==> src/rtl/macc_feeder.sv <==
`default_nettype none
// ============================================================================
//  Module      : macc_feeder
//  Description : Streams feature beats and the matching weight-RAM words into
//                a multiply-accumulate unit. A job is a number of dot products
//                of VEC_LEN beats each. The weight address is derived from the
//                beat/vector counters. Features and weights reach the MACC
//                aligned, two cycles after each accepted beat.
//                Optional feature: define MACC_FEEDER_PERF_EN to add the
//                stall_cnt performance counter output.
//  Revision    : 1.0 - initial release
// ============================================================================
module macc_feeder #(
  parameter int PARALLEL_IN  = 4,
  parameter int DATA1_WIDTH  = 16,
  parameter int DATA2_WIDTH  = 16,
  parameter int VEC_LEN      = 16,
  parameter int W_ADDR_WIDTH = 10
) (
  input  logic                              clk,
  input  logic                              rst_n,
  input  logic                              start,
  input  logic [7:0]                        num_vec,
  input  logic [PARALLEL_IN*DATA1_WIDTH-1:0] din,
  input  logic                              din_valid,
  output logic                              din_ready,
  output logic [W_ADDR_WIDTH-1:0]           w_addr,
  input  logic [PARALLEL_IN*DATA2_WIDTH-1:0] w_rdata,
  output logic [PARALLEL_IN*DATA1_WIDTH-1:0] dout1,
  output logic [PARALLEL_IN*DATA2_WIDTH-1:0] dout2,
  output logic                              dout_en,
  output logic                              dout_last,
  output logic                              busy,
  output logic                              done
`ifdef MACC_FEEDER_PERF_EN
  ,
  output logic [31:0]                       stall_cnt
`endif
);

  localparam int D1_W   = PARALLEL_IN * DATA1_WIDTH;
  localparam int D2_W   = PARALLEL_IN * DATA2_WIDTH;
  localparam int BEAT_W = (VEC_LEN > 1) ? $clog2(VEC_LEN) : 1;

  localparam logic [BEAT_W-1:0] BEAT_LAST = BEAT_W'(VEC_LEN - 1);

  localparam logic [1:0] S_IDLE  = 2'd0;
  localparam logic [1:0] S_RUN   = 2'd1;
  localparam logic [1:0] S_FLUSH = 2'd2;
  localparam logic [1:0] S_DONE  = 2'd3;

  // Control state
  logic [1:0]        state_q, state_d;
  logic              flush_cnt_q, flush_cnt_d;
  logic [7:0]        num_vec_q, num_vec_d;
  logic [BEAT_W-1:0] beat_cnt_q, beat_cnt_d;
  logic [7:0]        vec_cnt_q, vec_cnt_d;

  // Stage 1: beat accepted last cycle, waiting for the RAM read data
  logic [D1_W-1:0]   s1_din_q, s1_din_d;
  logic              s1_en_q, s1_en_d;
  logic              s1_last_q, s1_last_d;

  // Stage 2: aligned features/weights presented to the MACC
  logic [D1_W-1:0]   dout1_q, dout1_d;
  logic [D2_W-1:0]   dout2_q, dout2_d;
  logic              dout_en_q, dout_en_d;
  logic              dout_last_q, dout_last_d;

  // Decoded conditions
  logic w_accept;
  logic w_last_beat;
  logic w_last_vec;
  logic w_final;
  logic w_enter_run;

  // Beat handshake and end-of-vector / end-of-job detection
  always_comb begin
    w_accept    = din_valid && (state_q == S_RUN);
    w_last_beat = (beat_cnt_q == BEAT_LAST);
    w_last_vec  = (vec_cnt_q == (num_vec_q - 8'd1));
    w_final     = w_accept && w_last_beat && w_last_vec;
    w_enter_run = (state_q == S_IDLE) && start && (num_vec != 8'd0);
  end

  // FSM state register
  always_ff @(posedge clk or negedge rst_n) begin
    if (!rst_n) begin
      state_q     <= S_IDLE;
      flush_cnt_q <= 1'b0;
    end else begin
      state_q     <= state_d;
      flush_cnt_q <= flush_cnt_d;
    end
  end

  // FSM next-state logic; FLUSH lasts two cycles so the last beat drains
  always_comb begin
    state_d     = state_q;
    flush_cnt_d = flush_cnt_q;
    case (state_q)
      S_IDLE: begin
        if (start) begin
          state_d = (num_vec != 8'd0) ? S_RUN : S_DONE;
        end
      end
      S_RUN: begin
        if (w_final) begin
          state_d     = S_FLUSH;
          flush_cnt_d = 1'b0;
        end
      end
      S_FLUSH: begin
        if (flush_cnt_q) begin
          state_d     = S_DONE;
          flush_cnt_d = 1'b0;
        end else begin
          flush_cnt_d = 1'b1;
        end
      end
      S_DONE: begin
        state_d = S_IDLE;
      end
      default: begin
        state_d     = S_IDLE;
        flush_cnt_d = 1'b0;
      end
    endcase
  end

  // FSM outputs, decoded from the current state only
  always_comb begin
    din_ready = (state_q == S_RUN);
    busy      = (state_q != S_IDLE);
    done      = (state_q == S_DONE);
  end

  // Job length capture and beat/vector counters
  always_comb begin
    num_vec_d  = num_vec_q;
    beat_cnt_d = beat_cnt_q;
    vec_cnt_d  = vec_cnt_q;
    if ((state_q == S_IDLE) && start) begin
      num_vec_d = num_vec;
    end
    if (w_enter_run) begin
      beat_cnt_d = '0;
      vec_cnt_d  = '0;
    end else if (w_accept) begin
      if (w_last_beat) begin
        beat_cnt_d = '0;
        vec_cnt_d  = w_last_vec ? 8'd0 : (vec_cnt_q + 8'd1);
      end else begin
        beat_cnt_d = beat_cnt_q + 1'b1;
      end
    end
  end

  // Counter registers
  always_ff @(posedge clk or negedge rst_n) begin
    if (!rst_n) begin
      num_vec_q  <= '0;
      beat_cnt_q <= '0;
      vec_cnt_q  <= '0;
    end else begin
      num_vec_q  <= num_vec_d;
      beat_cnt_q <= beat_cnt_d;
      vec_cnt_q  <= vec_cnt_d;
    end
  end

  // Weight address; the product wraps naturally at W_ADDR_WIDTH bits
  always_comb begin
    w_addr = (W_ADDR_WIDTH'(vec_cnt_q) * W_ADDR_WIDTH'(VEC_LEN)) + W_ADDR_WIDTH'(beat_cnt_q);
  end

  // Two-stage alignment pipeline: stage 1 waits for the RAM read latency
  always_comb begin
    s1_en_d     = w_accept;
    s1_last_d   = w_accept && w_last_beat;
    s1_din_d    = w_accept ? din : s1_din_q;
    dout_en_d   = s1_en_q;
    dout_last_d = s1_last_q;
    dout1_d     = s1_en_q ? s1_din_q : dout1_q;
    dout2_d     = s1_en_q ? w_rdata  : dout2_q;
  end

  // Pipeline registers; a reset drops any beats still in flight
  always_ff @(posedge clk or negedge rst_n) begin
    if (!rst_n) begin
      s1_din_q    <= '0;
      s1_en_q     <= 1'b0;
      s1_last_q   <= 1'b0;
      dout1_q     <= '0;
      dout2_q     <= '0;
      dout_en_q   <= 1'b0;
      dout_last_q <= 1'b0;
    end else begin
      s1_din_q    <= s1_din_d;
      s1_en_q     <= s1_en_d;
      s1_last_q   <= s1_last_d;
      dout1_q     <= dout1_d;
      dout2_q     <= dout2_d;
      dout_en_q   <= dout_en_d;
      dout_last_q <= dout_last_d;
    end
  end

  // MACC-facing outputs come straight from the stage-2 registers
  always_comb begin
    dout1     = dout1_q;
    dout2     = dout2_q;
    dout_en   = dout_en_q;
    dout_last = dout_last_q;
  end

`ifdef MACC_FEEDER_PERF_EN
  logic [31:0] stall_cnt_q, stall_cnt_d;

  // Count RUN cycles starved of feature data, saturating at all-ones
  always_comb begin
    stall_cnt_d = stall_cnt_q;
    if (w_enter_run) begin
      stall_cnt_d = '0;
    end else if ((state_q == S_RUN) && !din_valid && (stall_cnt_q != 32'hFFFF_FFFF)) begin
      stall_cnt_d = stall_cnt_q + 32'd1;
    end
  end

  // Stall counter register
  always_ff @(posedge clk or negedge rst_n) begin
    if (!rst_n) begin
      stall_cnt_q <= '0;
    end else begin
      stall_cnt_q <= stall_cnt_d;
    end
  end

  // Expose the stall count
  always_comb begin
    stall_cnt = stall_cnt_q;
  end
`endif

endmodule
`default_nettype wire
==> config.mk <==
export PLATFORM = sky130hd
export DESIGN_NAME = macc_feeder
export DESIGN_NICKNAME = d
export VERILOG_FILES = /design/src/rtl/macc_feeder.sv
export SDC_FILE = /design/constraint.sdc
export NUM_CORES = 1
export LEC_CHECK = 0
export CORE_AREA = 2 2 134 136
export DETAILED_ROUTE_END_ITERATION = 12
export DIE_AREA = 0 0 136 138
export DONT_BUFFER_PORTS = 1
export GPL_ROUTABILITY_DRIVEN = 0
export PLACE_DENSITY = 0.65
export RECOVER_POWER = 100
export SKIP_LAST_GASP = 1
export SLEW_MARGIN = 30
export SYNTH_ARGS = -nofsm -noshare
export SYNTH_HDL_FRONTEND = slang
export SYNTH_SLANG_ARGS = --single-unit
==> constraint.sdc <==
create_clock -name clk -period 4.3 [get_ports clk]
set_input_delay 0.645 -clock clk [delete_from_list [all_inputs] [get_ports clk]]
set_output_delay 0.645 -clock clk [all_outputs]
set_load 0.05 [all_outputs]
==> results of run 1 <==
==> cells by family after synthesis <==
kind of cell             Yosys count  synth area share [%]
AO/OA/AOI/OAI                     21                 1.902
XOR/XNOR                          18                 1.816
adder cells (fa/ha/maj)            8                 1.153
buffers and inverters             45                 2.320
flip-flops                       219                 63.11
multiplexers                     140                 18.10
AND/OR/NAND/NOR                  247                 11.60
==> Yosys cell counts (all sizes together) (3+ instances only) <==
master	instances	area, sq um
buf	13	80.07
clkbuf	24	90.09
a21oi	9	45.04
ha	8	100.1
dfrtp	219	5480
mux2	136	1531
xnor2	7	61.31
nand2	203	764.5
and3	3	18.77
o21ai	3	15.01
inv	6	22.52
nor2	17	63.81
nand3	6	30.03
mux2i	4	40.04
nor3	6	30.03
xor2	11	96.34
==> final cells by class <==
class / instances / area (sq um) / share of cell area [%]
clock buffers: 33 / 663.1 / 6.930
well taps: 229 / 286.5 / 2.994
clock inverters: 5 / 90.09 / 0.9414
multi-input cells: 434 / 2980 / 31.15
repair buffers: 4 / 37.54 / 0.3923
inverters: 8 / 31.28 / 0.3269
flip-flops and latches: 219 / 5480 / 57.27
==> stage by stage <==
stage	hold slack [ns]	utilization, %	cells	worst slack [ns]	area, sq um
2_1_floorplan	0.3312	-	698	1.828	8683
3_3_place_gp	0.3410	50.41	893	1.585	8838
3_5_place_dp	0.3450	50.41	893	1.466	8838
4_1_cts	-0.1822	54.70	931	1.452	9592
5_1_grt	-0.1907	54.57	932	0.6271	9569
6_report	-0.1638	54.57	932	0.9168	9569
==> path summary, 6_finish.rpt <==
path | cells after the start | end | slack, ns | start
worst max-delay path | 8 | s1_din_q[52]$_DFFE_PN0P_ | 0.92 | state_q[1]$_DFFE_PN0P_
worst min-delay path | 0 | dout2[31]$_DFFE_PN0P_ | -0.16 | rst_n
worst max register to register | 8 | s1_din_q[52]$_DFFE_PN0P_ | 0.92 | state_q[1]$_DFFE_PN0P_
worst min register to register | 0 | dout_last$_DFF_PN0_ | 0.36 | dout_last_d$_DFF_PN0_
max in group asynchronous | 0 | dout1[41]$_DFFE_PN0P_ | 4.08 | rst_n
min in group clk | 2 | s1_din_q[12]$_DFFE_PN0P_ | 0.25 | din[12]
==> flip-flops by register name, indices dropped and copies added (netlist names) <==
register	flops
beat_cnt_q	4
dout1	64
dout2	64
dout_en	1
dout_en_d	1
dout_last	1
dout_last_d	1
flush_cnt_q	1
num_vec_q	8
s1_din_q	64
state_q	2
vec_cnt_q	8
==> worst max-delay path, cell delays in order (launching register included) <==
cell      delay [ns]
dfrtp_1         0.41
inv_1           0.13
ha_1            0.60
nand2_2         0.10
buf_4           0.35
inv_1           0.44
clkbuf_2        0.91
nand2_1         0.17
nand2_1         0.09
==> per-layer routing <==
metal | GRT usage, % | up-vias
li1 | - | 2283
met3 | 6.454 | 34
met4 | 6.414 | 0
met5 | 0 | -
met1 | 22.35 | 2439
met2 | 30.81 | 214
==> flow_summary.ini, run 1 <==
[synth]
ys_seq_area_share_pct = 63.11
synth_ff_type = dfrtp_1
yosysWarningCount = 0
async_flop_share_pct = 100.0
syn_avg_cell_area_sq_um = 12.44
synth_seq_cells = 219
synth_edf_count = 0
syn-num-nets = 846
syn_inst = 698
netlist_area_sq_um = 8683
ys_types = 40

[timing]
min_period_over_period_pct = 78.68
fmaxAchievable_mhz = 295.6
tns_ns = 0
finalMaxSlewViolations = 0
skew_ns = 0.009771
fin_crit_ns = 3.383
whs_ns = -0.1638
worstMarginPinSlew_ns = 1.458
slew_headroom_pct = 2.788
setup_violations = 0
hold_viol_final = 219
rsz0062_at_grt = no

[route]
drcViolationCount = 0
top_layer_used = met4
drtIter0Drc = 205
drt-met1-wl_um = 6939
wire_per_inst_um = 19.09
final_antenna_net_count = 0
vias = 4970
dr_wl_met3_um = 1810
wl_um = 17800
vias_per_cell = 5.333
drt-pass1-iter-count = 4
met2_length_um = 8509

[global_route]
grt_use_total_pct = 18.52
grt_pass1_wl_um = 27830
grt_antenna_before_repair = 0
grt_max_degree = 220
grt-ovfl-total = 0
grt_pass1_vias = 5194

[die]
core_sq_um = 17530
die_h_um = 138
start_util_pct = 49.52
die_area_sq_um = 18770
die_w_um = 136
io-pin-count = 283
rows = 49

[final_layout]
drive_gt1_share_pct = 25.46
areaGrowthSynthToFinish_pct = 10.20
most-common-layout-cells = 219 x dfrtp_1, 202 x nand2_1, 136 x mux2_2
final_nets = 838
nFillCells = 1480
layout_commonest_cell = dfrtp_1
antennaDiodeCount = 0

[clocking]
post_cts_resized = 0
post_cts_buffers = 0
cts.clk_slew.worst_paths_ns = 0.06
clock_path_buffers = 3
cts.sinks = 219
cts_tree = yes
cts_root_buf = clkbuf_16
clock_latency_ns = 0.50
cts_buffers = 23
cts_max_level = 1

[outcome]
status = finished with violations
violations = hold timing

[setup_path]
cp-start-kind = flop
crit_fanout = 66
crit_type = flop to flop
arrival_ns = 3.81
crit_required_ns = 4.73
cp-end-kind = flop

[placed_design]
port-buffer-count = 0
hpwl_um = 12230

[flow_run]
maxCapViolations = 0

[min_path]
hp-class = input pin to asynchronous set/reset pin
Power of run 1 is not shown: default switching activity piles up to over one toggle a cycle in this logic, so the estimate is an artifact.
==> inputs of run 2 (changes only) <==
==> constraint.sdc (replaced) <==
create_clock -name clk -period 3.52 [get_ports clk]
set_input_delay 0.528 -clock clk [delete_from_list [all_inputs] [get_ports clk]]
set_output_delay 0.528 -clock clk [all_outputs]
set_load 0.05 [all_outputs]
==> flow_summary.ini, run 2 (synthesized netlist as in run 1, its figures left out) <==
[route]
drtIter0Drc = 275
wl_um = 17910
vias_per_cell = 5.374
vias = 5030
drcViolationCount = 0
wire_per_inst_um = 19.13
drt-pass1-iter-count = 4
final_antenna_net_count = 0

[timing]
whs_ns = -0.2895
rsz0062_at_grt = no
setup_violations = 0
min_period_over_period_pct = 79.74
skew_ns = 0.008055
fmaxAchievable_mhz = 356.3
worstMarginPinSlew_ns = 1.875
tns_ns = 0
slew_headroom_pct = -24.98
fin_crit_ns = 2.807
finalMaxSlewViolations = 41
hold_viol_final = 219

[setup_path]
crit_type = flop to flop
cp-end-kind = flop
crit_start = beat_cnt_q[0]$_DFFE_PN0P_
crit_required_ns = 3.90
arrival_ns = 3.19
r2r_start = beat_cnt_q[0]$_DFFE_PN0P_
cp-start-kind = flop
crit_fanout = 5

[clocking]
post_cts_buffers = 0
cts_tree = yes
clock_latency_ns = 0.51
clock_path_buffers = 3
post_cts_resized = 0
cts_root_buf = clkbuf_16
cts.clk_slew.worst_paths_ns = 0.06
cts_max_level = 1
cts_buffers = 23
cts.sinks = 219

[global_route]
grt_pass1_wl_um = 28220
grt_max_degree = 220
grt_antenna_before_repair = 0
grt_pass1_vias = 5330
grt_use_total_pct = 18.80
grt-ovfl-total = 0

[placed_design]
port-buffer-count = 0
placed_cells = 894
place_area_sq_um = 8859
hpwl_um = 12370

[final_layout]
multi_input_area_sq_um = 2983
areaGrowthSynthToFinish_pct = 10.40
fin_area_sq_um = 9587
layout_commonest_cell = dfrtp_1
most-common-layout-cells = 219 x dfrtp_1, 203 x nand2_1, 136 x mux2_2
antennaDiodeCount = 0
final_cells = 936
final_nets = 838
drive_gt1_share_pct = 26.03
final_core_util_pct = 54.67
nFillCells = 1460
register_area_sq_um = 5480

[outcome]
status = finished with violations
violations = hold timing, capacitance limit, slew limit

[flow_run]
maxCapViolations = 1

[die]
die_area_sq_um = 18770
die_w_um = 136
core_sq_um = 17530
start_util_pct = 49.52
io-pin-count = 283
die_h_um = 138
rows = 49

[min_path]
hp-class = input pin to asynchronous set/reset pin
==> run 2: cell count changes in the layout (fill, tap and decap cells not counted), sizes merged <==
cell      before  now
clkbuf        35   32
buf            2    3
bufinv         2    1
clkinvlp       1    6
clkinv         2    4
==> run 2: cell type report <==
type / count / area share [%]
Tap cell: 229 / 2.989
Inverter: 8 / 0.3263
Timing Repair Buffer: 4 / 0.5482
Sequential cell: 219 / 57.17
Multi-Input combinational cell: 434 / 31.11
Clock buffer: 31 / 6.735
Clock inverter: 11 / 1.122
==> run 2: critical path, cell delays in order (launching register included) <==
cell and delay (ns):
dfrtp_1 0.71, ha_1 0.30, nand3_1 0.08, or2_0 0.34
clkinvlp_2 0.18, o2111ai_1 0.20, o41ai_1 0.52, o221ai_2 0.21
mux2i_1 0.15
==> run 2: final timing paths <==
path | endpoint | slack (ns) | cells past startpoint
setup reg to reg | state_q[0]$_DFFE_PN0P_ | 0.71 | 8
min in group clk | s1_din_q[25]$_DFFE_PN0P_ | 0.12 | 2
hold / removal | dout2[47]$_DFFE_PN0P_ | -0.29 | 0
hold reg to reg | dout_last$_DFF_PN0_ | 0.36 | 0
setup / recovery | state_q[0]$_DFFE_PN0P_ | 0.71 | 8
max in group asynchronous | vec_cnt_q[6]$_DFFE_PN0P_ | 3.53 | 0
==> run 2: metal layers <==
layer | vias up | GRT usage, % | wire [um]
met2 | 223 | 32.37 | 8808
met3 | 39 | 6.161 | 1789
met4 | 0 | 5.592 | 476
li1 | 2293 | - | -
met1 | 2475 | 22.35 | 6835
met5 | - | 0 | 0
==> run 2: through the flow <==
stage	hold WS, ns	setup WS (ns)
final	-0.2895	0.7131
after global routing	-0.3156	0.5144
after CTS	-0.3053	0.9990
after detailed placement	0.2373	0.9985
after global placement	0.2366	1.101
after floorplan	0.2324	1.048
Power of run 2 is left out for the same reason.
==> inputs of run 3 (changes only) <==
==> constraint.sdc (replaced) <==
create_clock -name clk -period 2.7 [get_ports clk]
set_input_delay 0.405 -clock clk [delete_from_list [all_inputs] [get_ports clk]]
set_output_delay 0.405 -clock clk [all_outputs]
set_load 0.05 [all_outputs]
==> flow_summary.ini, run 3 (synthesized netlist as in run 1, its figures left out) <==
[final_layout]
layout_commonest_cell = dfrtp_1
nFillCells = 1407
register_area_sq_um = 5484
final_nets = 906
drive_gt1_share_pct = 23.74
most-common-layout-cells = 218 x dfrtp_1, 202 x nand2_1, 134 x mux2_2
areaGrowthSynthToFinish_pct = 17.38
multi_input_area_sq_um = 2992

[global_route]
grt_max_degree = 220
grt_use_total_pct = 19.92
grt_antenna_before_repair = 1
grt-ovfl-total = 0
grt_pass1_vias = 5582
grt_pass1_wl_um = 29820

[timing]
hold_viol_final = 219
whs_ns = -0.4121
slew_headroom_pct = 30.61
tns_ns = 0
min_period_over_period_pct = 88.60
finalMaxSlewViolations = 0
rsz0062_at_grt = no
fmaxAchievable_mhz = 418.0
fin_crit_ns = 2.392
skew_ns = 0.009817
setup_violations = 0
setup_slack_ns = 0.3078
worstMarginPinSlew_ns = 1.041

[flow_run]
maxCapViolations = 0

[clocking]
post_cts_resized = 0
clock_latency_ns = 0.51
cts_tree = yes
clock_path_buffers = 3
cts_root_buf = clkbuf_16
cts_buffers = 24
cts.sinks = 219
cts_hold_buffers = 50
cts_max_level = 1
cts.clk_slew.worst_paths_ns = 0.06
post_cts_buffers = 0

[setup_path]
r2r_start = state_q[1]$_DFFE_PN0P_
cp-start-kind = flop
crit_required_ns = 3.08
cp_slowest_cell = o41ai_1
crit_fanout = 5
worstPathCellList = inv_1, ha_1, nand2_2, or2_0, clkinvlp_2, o2111ai_2, o41ai_1, o221ai_2, mux2i_1
crit_type = flop to flop
cp-end-kind = flop
crit_start = state_q[1]$_DFFE_PN0P_
arrival_ns = 2.77
critical-path-max-stage-delay_ns = 0.47

[outcome]
violations = hold timing
status = finished with violations

[die]
io-pin-count = 283
start_util_pct = 49.52
die_w_um = 136
core_sq_um = 17530
die_area_sq_um = 18770
die_h_um = 138
rows = 49

[route]
vias_per_cell = 5.292
vias = 5318
drtIter0Drc = 161
final_antenna_net_count = 0
wire_per_inst_um = 19.07
wl_um = 19160
drt-pass1-iter-count = 4
drcViolationCount = 0

[pwr]
leakage_uw = 0.004749
power-per-cell-area_nw_per_um2 = 1511
peakVddDrop_mv = 0.8048

[placed_design]
port-buffer-count = 0
pre_cts_ws_ns = 0.3819
hpwl_um = 12710

[min_path]
hp-class = input pin to asynchronous set/reset pin
[run 3: cell types whose count changed in the layout (fill, tap and decap cells not counted), sizes merged]
| cell | delta |
|---|---|
| clkbuf | +19 |
| bufinv | +1 |
| dlygate4sd3 | +52 |
| inv | -1 |
| clkinvlp | -3 |
| diode | +1 |
[run 3: worst paths after layout]
kind | endpoint | slack (ns) | cells after the start
min | dout2[47]$_DFFE_PN0P_ | -0.41 | 0
min reg2reg | dout_last$_DFF_PN0_ | 0.39 | 0
max | state_q[0]$_DFFE_PN0P_ | 0.31 | 9
max reg2reg | state_q[0]$_DFFE_PN0P_ | 0.31 | 9
max in group asynchronous | s1_din_q[22]$_DFFE_PN0P_ | 2.92 | 0
min in group clk | s1_din_q[63]$_DFFE_PN0P_ | 0.01 | 2
[run 3: worst max-delay path: cells and delay by family, from the launching register on]
family	cells	cell delay (ns)
adder cells (fa/ha/maj)	1	0.19
AND/OR/NAND/NOR	2	0.38
flip-flops	1	0.40
multiplexers	1	0.15
AO/OA/AOI/OAI	3	0.84
buffers and inverters	2	0.30
[run 3: metal layers]
layer	track usage, %	part of all wire, %	vias to the layer above
met5	0	0	-
met4	5.921	2.0	0
met3	6.234	9.5	33
met2	35.04	51	229
met1	23.19	37	2622
li1	-	-	2434
[run 3: area by class of cell]
cell class,count,share of cell area [%]
Multi-Input combinational cell,434,29.35
Sequential cell,219,53.81
Clock buffer,35,6.690
Tap cell,229,2.811
Clock inverter,8,1.043
Timing Repair Buffer,71,5.966
Inverter,8,0.3069
Antenna cell,1,0.02455
[run 3: per-stage QoR]
| stage | power, uW | util [%] | std cells | instance area [sq um] |
|---|---|---|---|---|
| floorplan | 11390 | - | 698 | 8683 |
| global placement | 12070 | 51.16 | 909 | 8971 |
| detailed placement | 12290 | 51.16 | 909 | 8971 |
| CTS | 15600 | 58.51 | 1002 | 10260 |
| global route | 16180 | 58.11 | 1004 | 10190 |
| finish | 15400 | 58.13 | 1005 | 10190 |
[run 3: report_power, final]
| group | total (uW) | leakage [uW] | internal, uW | switching (uW) |
|---|---|---|---|---|
| combinational | 2980 | 0.00166 | 1560 | 1420 |
| sequential | 9220 | 0.00270 | 4720 | 4500 |
| clock | 3210 | 0.000380 | 1940 | 1270 |
| total | 15400 | 0.00475 | 8230 | 7180 |
Note: power is estimated with default switching activity, not from simulation.
